### src/rtl/fpnew_pkg.sv
// rtl/fpnew_pkg.sv - floating-point format enumeration and width helpers
package fpnew_pkg;

    typedef enum logic [2:0] {
        FP32,
        FP64,
        FP16,
        FP8,
        FP16ALT
    } fp_format_e;

    function automatic int unsigned exp_bits(input fp_format_e fmt);
        case (fmt)
            FP32:    return 8;
            FP64:    return 11;
            FP16:    return 5;
            FP8:     return 5;
            default: return 8;
        endcase
    endfunction

    function automatic int unsigned fp_width(input fp_format_e fmt);
        case (fmt)
            FP32:    return 32;
            FP64:    return 64;
            FP16:    return 16;
            FP8:     return 8;
            default: return 16;
        endcase
    endfunction

endpackage

### src/rtl/sfm_fp_vect_max_acc.sv
// rtl/sfm_fp_vect_max_acc.sv - streaming row maximum over masked floating-point vector beats
//
// Purpose: reduces each row of vector beats to its maximum element. Stage 1 registers the
// lane-max of an accepted beat; stage 2 folds it into the row accumulator. The result is
// presented on max_o/valid_o until the downstream handshake.
//
// Ports:
//   clk_i, rst_ni        clock, asynchronous active-low reset
//   clear_i              synchronous flush to idle (wins over everything)
//   enable_i             global stall when low
//   valid_i/ready_o      input beat handshake; last_i marks the final beat of a row
//   strb_i, vect_i       per-lane enables and lane operands
//   max_o/valid_o        row maximum and its valid; ready_i is the downstream accept
//
// Optional feature: define SFM_MAX_NAN_PROPAGATE_EN to make any unmasked NaN lane turn the
// row result into the canonical quiet NaN; otherwise NaN lanes are ignored like masked lanes.
module sfm_fp_vect_max_acc #(
    parameter fpnew_pkg::fp_format_e FPFORMAT   = fpnew_pkg::FP16ALT,
    parameter int unsigned           VECT_WIDTH = 16,
    localparam int unsigned          WIDTH      = fpnew_pkg::fp_width(FPFORMAT)
) (
    input  logic                             clk_i,
    input  logic                             rst_ni,
    input  logic                             clear_i,
    input  logic                             enable_i,
    input  logic                             valid_i,
    output logic                             ready_o,
    input  logic                             last_i,
    input  logic [VECT_WIDTH-1:0]            strb_i,
    input  logic [VECT_WIDTH-1:0][WIDTH-1:0] vect_i,
    output logic [WIDTH-1:0]                 max_o,
    output logic                             valid_o,
    input  logic                             ready_i
);

    localparam int unsigned EXP_BITS = fpnew_pkg::exp_bits(FPFORMAT);
    localparam int unsigned MAN_BITS = WIDTH - 1 - EXP_BITS;

    localparam logic [WIDTH-1:0] NEG_INF = {1'b1, {EXP_BITS{1'b1}}, {MAN_BITS{1'b0}}};
    localparam logic [WIDTH-1:0] QNAN    = {1'b0, {EXP_BITS{1'b1}}, 1'b1, {(MAN_BITS-1){1'b0}}};

    function automatic logic is_nan(input logic [WIDTH-1:0] x);
        return (&x[WIDTH-2:MAN_BITS]) && (|x[MAN_BITS-1:0]);
    endfunction

    // Maps a non-NaN encoding onto an unsigned key whose order is IEEE total order:
    // negatives are bit-inverted, positives get the sign bit set, so -0 sits just below +0.
    function automatic logic [WIDTH-1:0] order_key(input logic [WIDTH-1:0] x);
        return x[WIDTH-1] ? ~x : {1'b1, x[WIDTH-2:0]};
    endfunction

    function automatic logic greater(input logic [WIDTH-1:0] a, input logic [WIDTH-1:0] b);
        return order_key(a) > order_key(b);
    endfunction

    typedef enum logic [1:0] {IDLE, ACCUM, DRAIN, DONE} state_e;

    state_e           state_q, state_d;
    logic             accept;
    logic             handshake;
    logic [WIDTH-1:0] lane_max;
    logic             lane_nan;
    logic             s1_valid_q;
    logic             s1_last_q;
    logic [WIDTH-1:0] s1_max_q;
    logic             s1_nan_q;
    logic [WIDTH-1:0] acc_q;
    logic             acc_nan_q;

    assign ready_o   = enable_i & ((state_q == IDLE) | (state_q == ACCUM));
    assign accept    = valid_i & ready_o;
    assign valid_o   = (state_q == DONE);
    assign handshake = valid_o & ready_i & enable_i;
    assign max_o     = acc_nan_q ? QNAN : acc_q;

    // Lane reduction; masked and NaN lanes never win, so an empty beat yields -inf.
    always_comb begin
        lane_max = NEG_INF;
        lane_nan = 1'b0;
        for (int i = 0; i < int'(VECT_WIDTH); i++) begin
            if (strb_i[i] && !is_nan(vect_i[i]) && greater(vect_i[i], lane_max)) begin
                lane_max = vect_i[i];
            end
`ifdef SFM_MAX_NAN_PROPAGATE_EN
            if (strb_i[i] && is_nan(vect_i[i])) begin
                lane_nan = 1'b1;
            end
`endif
        end
    end

    always_comb begin
        state_d = state_q;
        case (state_q)
            IDLE:    if (accept) state_d = last_i ? DRAIN : ACCUM;
            ACCUM:   if (accept && last_i) state_d = DRAIN;
            DRAIN:   if (s1_valid_q && s1_last_q) state_d = DONE;
            DONE:    if (handshake) state_d = IDLE;
            default: state_d = IDLE;
        endcase
    end

    always_ff @(posedge clk_i or negedge rst_ni) begin
        if (!rst_ni) begin
            state_q <= IDLE;
        end else if (clear_i) begin
            state_q <= IDLE;
        end else if (enable_i) begin
            state_q <= state_d;
        end
    end

    always_ff @(posedge clk_i or negedge rst_ni) begin
        if (!rst_ni) begin
            s1_valid_q <= 1'b0;
            s1_last_q  <= 1'b0;
            s1_max_q   <= '0;
            s1_nan_q   <= 1'b0;
            acc_q      <= NEG_INF;
            acc_nan_q  <= 1'b0;
        end else if (clear_i) begin
            s1_valid_q <= 1'b0;
            s1_last_q  <= 1'b0;
            s1_nan_q   <= 1'b0;
            acc_q      <= NEG_INF;
            acc_nan_q  <= 1'b0;
        end else if (enable_i) begin
            s1_valid_q <= accept;
            s1_last_q  <= last_i;
            s1_max_q   <= lane_max;
            s1_nan_q   <= lane_nan;
            // Stage 1 is never valid in DONE, so the reload cannot collide with an update.
            if (handshake) begin
                acc_q     <= NEG_INF;
                acc_nan_q <= 1'b0;
            end else if (s1_valid_q) begin
                if (greater(s1_max_q, acc_q)) begin
                    acc_q <= s1_max_q;
                end
                acc_nan_q <= acc_nan_q | s1_nan_q;
            end
        end
    end

endmodule

### config.mk
export PLATFORM = sky130hd
export DESIGN_NAME = sfm_fp_vect_max_acc
export DESIGN_NICKNAME = d
export VERILOG_FILES = /design/src/rtl/fpnew_pkg.sv /design/src/rtl/sfm_fp_vect_max_acc.sv
export SDC_FILE = /design/constraint.sdc
export NUM_CORES = 1
export LEC_CHECK = 0
export ABC_AREA = 1
export CAP_MARGIN = 30
export CORE_ASPECT_RATIO = 1.75
export CORE_MARGIN = 2
export CORE_UTILIZATION = 55
export CTS_CLUSTER_DIAMETER = 200
export DETAILED_ROUTE_END_ITERATION = 8
export GPL_TIMING_DRIVEN = 0
export PLACE_DENSITY = 0.95
export SLEW_MARGIN = 20
export SYNTH_ARGS = -nofsm -noshare
export SYNTH_HDL_FRONTEND = slang
export SYNTH_SLANG_ARGS = --single-unit
### constraint.sdc
create_clock -name clk_i -period 9.2 [get_ports clk_i]
set_input_delay 1.84 -clock clk_i [delete_from_list [all_inputs] [get_ports clk_i]]
set_output_delay 1.84 -clock clk_i [all_outputs]
set_load 0.005 [all_outputs]
==> impl_metrics.csv, run 1 <==
group,metric,value,unit
place,place_congestion,1.061,
logic_synthesis,synth.area.top_cells,"ha_1 19%, xor2_1 17%, nand2_1 14%",
grt,grt_max_degree,36,
floorplan,initial_core_util,55.67,%
run_status,stop_stage,"global routing (5_1_grt)",
clock_tree,root_buffer,"clkbuf_16",
floorplan,die_x,137.1,µm
clock_tree,clock_path_buffers,2,
logic_synthesis,synth_cell_type_count,64,
clock_tree,cts_made_buffers,5,
timing,crit_endpoint,"s1_max_q[0]$_DFFE_PN0P_/D",
place,numPortBuffers,281,
timing,worstEpCategory,"register input",
logic_synthesis,synthesis.area,0.01705,mm²
logic_synthesis,ys_seq_area_share,5.349,%
logic_synthesis,synth_top_area_share,19.08,%
logic_synthesis,yosys_warnings,0,
logic_synthesis,ys_seq_elements,36,
grt,track_usage,63.87,%
clock_tree,clock-sinks,36,
logic_synthesis,async_flop_share,100.0,%
grt,grt_overflow_total,14,
logic_synthesis,yosys.area.top_type,"ha_1",
logic_synthesis,synth.net_count,3007,
run_status,status,"stopped before the end",
logic_synthesis,synthFlopType,"dfrtp_1",
run_status,tool.error,"[ERROR GRT-0232] Routing congestion too high. Check the congestion heatmap in the GUI.",
logic_synthesis,synth_edf_count,0,
place,dpl_cell_area,0.02101,mm²
floorplan,rows,85,
clock_tree,htree_levels,2,
clock_tree,hold_buffers,0,
logic_synthesis,syn_avg_cell_area,6.909,µm²
floorplan,ioPinCount,297,
floorplan,die_y,236.9,µm
place,dp_hpwl,53.49,mm
logic_synthesis,syn-instance-count,2468,
## cells in the mapped netlist (all sizes together), types with 6 or more instances
library cell and instances:
nand2 641, xor2 338, nand3 295, ha 260, inv 158, xnor2 132
a21oi 131, nor2 92, or2 60, o21ai 58, buf 53, nand4 47
clkbuf 40, dfrtp 27, nor4 23, nor3 13, dfstp 9, clkinv 8
nand3b 7, o2111ai 7, o21bai 7, o211ai 6, o21a 6, o221ai 6
## through the flow
step,hold WS (ns),setup slack [ns],instances
after CTS,0.5234,-18.88,3326
after detailed placement,0.5151,-22.26,3141
after global placement,0.5132,-21.67,3140
after floorplan,0.4902,-17.33,2468
## cell families after synthesis
logic type	share of synthesized area, %
AO/OA/AOI/OAI	8.644
XOR/XNOR	24.23
adder cells (fa/ha/maj)	19.08
buffers and inverters	6.663
flip-flops	5.349
AND/OR/NAND/NOR	36.04
## repair_timing
| action | in CTS |
|---|---|
| pin swaps | 242 |
| endpoints found under the setup margin | 16 |
| gates resized for setup | 431 |
| buffers inserted | 157 |
| gates cloned | 22 |
## metal layers
metal	GRT overflow	global-route usage, %
met2	8	86.04
met5	0	9.206
met1	0	59.12
met3	0	44.02
met4	6	69.01
==> run 2: changes to the inputs <==
Settings changed: CORE_ASPECT_RATIO 1.75 to unset, CORE_UTILIZATION 55 to 40, CTS_CLUSTER_DIAMETER 200 to unset, PLACE_DENSITY 0.95 to unset, PLACE_DENSITY_LB_ADDON set to 0.15.
==> run 2 against run 1 <==
The flow now finishes, with violations (negative setup slack). Area after synthesis unchanged. Synthesized cell count unchanged.
==> impl_metrics.csv, run 2 <==
group,metric,value,unit
clock_tree,htree_levels,2,
timing,setup_violations,16,
logic_synthesis,synth_top_area_share,19.08,%
timing,tns,-310.51,ns
timing,slew_headroom,44.39,%
timing,fin_worst_skew,0.002758,ns
timing,worst_slack,-19.44,ns
place,dp_hpwl,47.20,mm
clock_tree,root_buffer,"clkbuf_16",
grt,grt_pass1_vias,18100,
place,place_congestion,0.9260,
detailed_routing,drt-total-wl,59.76,mm
logic_synthesis,synth_commonest_cells,"617 x nand2_1, 337 x xor2_1, 260 x ha_1",
floorplan,die_x,210.5,µm
job,drv_cap,0,
logic_synthesis,synth_cell_type_count,64,
timing,rsz0062_at_grt,"yes",
detailed_routing,drtPass1Iterations,5,
clock_tree,clock_path_buffers,2,
critical_path,cp_max_fo,10,
timing,finalHoldViolCount,0,
critical_path,required,9.42,ns
clock_tree,clock-sinks,36,
clock_tree,clk_pin_slew,0.05,ns
logic_synthesis,syn_avg_cell_area,6.909,µm²
floorplan,core,0.04204,mm²
floorplan,rows,75,
clock_tree,clock_latency,0.28,ns
place,dp_cells,3289,
logic_synthesis,synth.area.top_cells,"ha_1 19%, xor2_1 17%, nand2_1 14%",
detailed_routing,ant_nets,0,
timing,timing.final.crit_share,311.3,%
critical_path,crit_buf_inv,42,
critical_path,path_class,"in2reg",
detailed_routing,viasPerCell,5.314,
detailed_routing,wl_per_cell,17.10,µm
final_layout,mostFrequentLayoutCells,"470 x nand2_1, 322 x xor2_1, 263 x clkdlybuf4s50_1",
run_status,status,"finished with violations",
final_layout,largestRegisters,"acc_q (16), s1_max_q (16), state_q (2)",
timing,hold_ws,0.5192,ns
logic_synthesis,synth.net_count,3007,
timing,tightest_slew,0.8311,ns
logic_synthesis,async_flop_share,100.0,%
place,numPortBuffers,281,
timing,slew_violations,0,
floorplan,die_area,0.04430,mm²
detailed_routing,vias,18570,
critical_path,slowest_stage,"nor4_4",
final_layout,mostFrequentLayoutCell,"nand2_1",
logic_synthesis,yosys.area.top_type,"ha_1",
critical_path,critPathTopFamily,"simple AND/OR/NAND/NOR gates",
logic_synthesis,synthesis.area,0.01705,mm²
clock_tree,cts_made_buffers,5,
grt,grt_overflow_total,0,
floorplan,die_y,210.5,µm
final_layout,num-nets-final,3490,
grt,grt_pass1_wl,91.20,mm
logic_synthesis,yosysMostFrequentCell,"nand2_1",
final_layout,area_growth_syn_to_layout,49.02,%
grt,track_usage,25.25,%
logic_synthesis,synth_edf_count,0,
min_path,hp-class,"reg2reg",
logic_synthesis,ys_seq_area_share,5.349,%
detailed_routing,route.detailed.drc,0,
critical_path,cp-start-kind,"primary input",
critical_path,path_common_cell,"nand2_1",
clock_tree,cts_tree,"yes",
final_layout,fillers,3732,
timing,period_needed,28.64,ns
critical_path,end_kind,"register",
final_layout,drive_above_1_share,30.25,%
grt,grt_max_degree,29,
detailed_routing,drtIter0Drc,989,
floorplan,ioPinCount,297,
logic_synthesis,yosys_warnings,0,
logic_synthesis,synthFlopType,"dfrtp_1",
logic_synthesis,ys_seq_elements,36,
critical_path,r2r_slack,5.06,ns
clock_tree,hold_buffers,0,
grt,antenna_found_initial,4,
logic_synthesis,syn-instance-count,2468,
timing,max_freq,34.92,MHz
run_status,violations,"negative setup slack",
floorplan,initial_core_util,40.56,%
critical_path,critical_path_arrival,28.86,ns
final_layout,fin_cells,3495,
critical_path,max_stage_delay,0.36,ns
[run 2: cell families after synthesis]
| kind of cell | Yosys count | share of synthesized area [%] |
|---|---|---|
| buffers and inverters | 259 | 6.663 |
| DFF | 36 | 5.349 |
| xor gates and xnor gates | 470 | 24.23 |
| adders and majority gates | 260 | 19.08 |
| AOI/OAI and AO/OA | 253 | 8.644 |
| and+or+nand+nor | 1190 | 36.04 |
[run 2: timing repair]
action,CTS,global route
pin swaps,207,155
gates resized for setup,330,272
setup endpoints to repair,16,16
cloned,17,4
setup buffers,116,63
[run 2: final timing paths]
path,startpoint,endpoint,cells after the start
max,vect_i[15],s1_max_q[14]$_DFFE_PN0P_,201
min,acc_q[13]$_DFFE_PN1P_,acc_q[13]$_DFFE_PN1P_,2
max reg2reg,acc_q[15]$_DFFE_PN1P_,acc_q[2]$_DFFE_PN0P_,15
min reg2reg,acc_q[13]$_DFFE_PN1P_,acc_q[13]$_DFFE_PN1P_,2
max in group asynchronous,rst_ni,acc_q[7]$_DFFE_PN1P_,2
min in group asynchronous,rst_ni,s1_max_q[11]$_DFFE_PN0P_,1
[run 2: layout make-up]
type,count,area (µm²),area share [%]
inverters,166,685.7,2.698
clock buffers,6,128.9,0.5072
multi-input cells,2173,17280,68.00
clock inverters,2,35.03,0.1379
diodes,4,10.01,0.03939
plain buffers,89,872.1,3.432
well taps,539,674.4,2.654
repair buffers,480,4812,18.94
flip-flops and latches,36,912.1,3.590
[run 2: stage by stage]
step / util, % / setup slack (ns) / area, µm²
after floorplan: - / -17.33 / 17690
after global placement: 50.37 / -21.61 / 21180
after detailed placement: 50.40 / -22.12 / 21190
after CTS: 56.29 / -18.76 / 23660
after global routing: 60.44 / -21.03 / 25410
final: 60.44 / -19.44 / 25410
[run 2: tightest hold or removal path, stage by stage (launching register included)]
cell	delay (ns)
dfstp_2	0.38
nor2_1	0.09
a21oi_1	0.04
[run 2: layer usage]
metal,share of wire (%),routed length (µm),GRT usage (%)
met5,0,0,0
met4,1.8,1094,5.075
met3,4.9,2902,1.386
met2,48,28870,43.88
met1,45,26890,34.59
Power of run 2 is not shown: default switching activity piles up to over one toggle a cycle in this logic, so the estimate is an artifact.
==> run 3: changes to the inputs <==
Settings changed: CTS_BUF_LIST set to sky130_fd_sc_hd__clkbuf_4 sky130_fd_sc_hd__clkbuf_8 sky130_fd_sc_hd__clkbuf_16.
==> run 3 against run 2 <==
The flow still finishes with violations (negative setup slack). Register-to-register slack improved by 0.03 ns. Setup slack improved by 0.13 ns. Wire length rose by 0.35%. Worst hold slack got worse by 0.0020 ns. Core utilization rose by 0.37 points. Critical path type unchanged. Largest cell class unchanged. Highest routed layer unchanged.
==> impl_metrics.csv, run 3 (same netlist as run 2, synthesis figures left out) <==
group,metric,value,unit
final_layout,fin_cells,3506,
final_layout,num-nets-final,3501,
final_layout,fin_util,60.81,%
critical_path,critical_path_arrival,28.66,ns
final_layout,area_growth_syn_to_layout,49.92,%
floorplan,die_area,0.04430,mm²
detailed_routing,viasPerCell,5.311,
detailed_routing,drt-total-wl,59.97,mm
clock_tree,clock-sinks,36,
grt,antenna_found_initial,4,
floorplan,core,0.04204,mm²
place,dp_hpwl,47.20,mm
grt,grt_overflow_total,0,
clock_tree,clock_latency,0.28,ns
floorplan,initial_core_util,40.56,%
timing,tns,-308.57,ns
detailed_routing,drtPass1Iterations,5,
clock_tree,root_buffer,"clkbuf_16",
detailed_routing,wl_per_cell,17.10,µm
run_status,status,"finished with violations",
grt,grt_pass1_vias,18110,
floorplan,ioPinCount,297,
floorplan,rows,75,
timing,hold_ws,0.5172,ns
grt,grt_max_degree,29,
timing,tightest_slew,0.8724,ns
critical_path,path_class,"in2reg",
place,dp_cells,3289,
final_layout,mostFrequentLayoutCells,"474 x nand2_1, 320 x xor2_1, 263 x clkdlybuf4s50_1",
critical_path,required,9.34,ns
clock_tree,clk_pin_slew,0.05,ns
place,numPortBuffers,281,
timing,worst_slack,-19.31,ns
critical_path,max_stage_delay,0.37,ns
detailed_routing,vias,18620,
detailed_routing,drtIter0Drc,1037,
floorplan,die_y,210.5,µm
timing,period_needed,28.51,ns
timing,rsz0062_at_grt,"yes",
clock_tree,hold_buffers,0,
min_path,hp-class,"reg2reg",
timing,slew_violations,0,
detailed_routing,route.detailed.drc,0,
clock_tree,clock_path_buffers,2,
timing,fin_worst_skew,0.003283,ns
clock_tree,htree_levels,2,
critical_path,cp-start-kind,"primary input",
final_layout,fillers,3689,
timing,timing.final.crit_share,309.9,%
clock_tree,cts_made_buffers,5,
critical_path,slowest_stage,"nor4_4",
final_layout,largestRegisters,"acc_q (16), s1_max_q (16), state_q (2)",
timing,finalHoldViolCount,0,
critical_path,end_kind,"register",
run_status,violations,"negative setup slack",
grt,grt_pass1_wl,91.40,mm
final_layout,drive_above_1_share,30.61,%
detailed_routing,ant_nets,0,
clock_tree,cts_tree,"yes",
job,drv_cap,0,
place,place_congestion,0.9260,
grt,track_usage,25.30,%
final_layout,mostFrequentLayoutCell,"nand2_1",
timing,slew_headroom,41.63,%
critical_path,cp_max_fo,10,
timing,max_freq,35.07,MHz
floorplan,die_x,210.5,µm
timing,setup_violations,16,
## run 3: final timing paths
| kind | end | depth (start not counted) | start | slack [ns] |
|---|---|---|---|---|
| worst max-delay path | s1_max_q[8]$_DFFE_PN0P_ | 201 | vect_i[15] | -19.31 |
| worst max register to register | acc_q[2]$_DFFE_PN0P_ | 15 | acc_q[15]$_DFFE_PN1P_ | 5.09 |
| worst min-delay path | acc_q[13]$_DFFE_PN1P_ | 2 | acc_q[13]$_DFFE_PN1P_ | 0.52 |
| max in group asynchronous | acc_q[7]$_DFFE_PN1P_ | 2 | rst_ni | 7.29 |
| worst min register to register | acc_q[13]$_DFFE_PN1P_ | 2 | acc_q[13]$_DFFE_PN1P_ | 0.52 |
| min in group asynchronous | s1_max_q[11]$_DFFE_PN0P_ | 1 | rst_ni | 1.42 |
## run 3: layout make-up
type / count / area, µm² / share of cell area [%]
Antenna cell: 4 / 10.01 / 0.03916
Buffer: 90 / 892.1 / 3.490
Clock buffer: 6 / 132.6 / 0.5188
Clock inverter: 2 / 35.03 / 0.1370
Inverter: 166 / 685.7 / 2.682
Multi-Input combinational cell: 2173 / 17320 / 67.77
Sequential cell: 36 / 912.1 / 3.568
Tap cell: 539 / 674.4 / 2.638
Timing Repair Buffer: 490 / 4897 / 19.16
## run 3: routing by layer
metal | GRT usage, % | share of wire, %
met1 | 34.56 | 45
met2 | 44.11 | 49
met3 | 1.460 | 5.0
met4 | 4.930 | 1.8
met5 | 0 | 0
## run 3: critical path, delay by kind of cell
family / cells / cell delay, ns
and+or+nand+nor: 93 / 10.40
AOI/OAI and AO/OA: 37 / 5.02
buffers and inverters: 42 / 4.65
adders and majority gates: 15 / 4.48
xor gates and xnor gates: 14 / 2.13
## run 3: metrics by stage
stage	area (µm²)	setup WS, ns
after detailed placement	21190	-22.12
after global routing	25560	-20.79
after floorplan	17690	-17.33
final	25560	-19.31
after CTS	23660	-18.73
after global placement	21180	-21.61
## run 3: what timing repair did
item | CTS | global route
pin swaps | 207 | 162
buffers inserted | 116 | 72
gates cloned | 17 | 5
setup endpoints to repair | 16 | 16
resized for setup | 328 | 279
Power of run 3 is left out for the same reason.
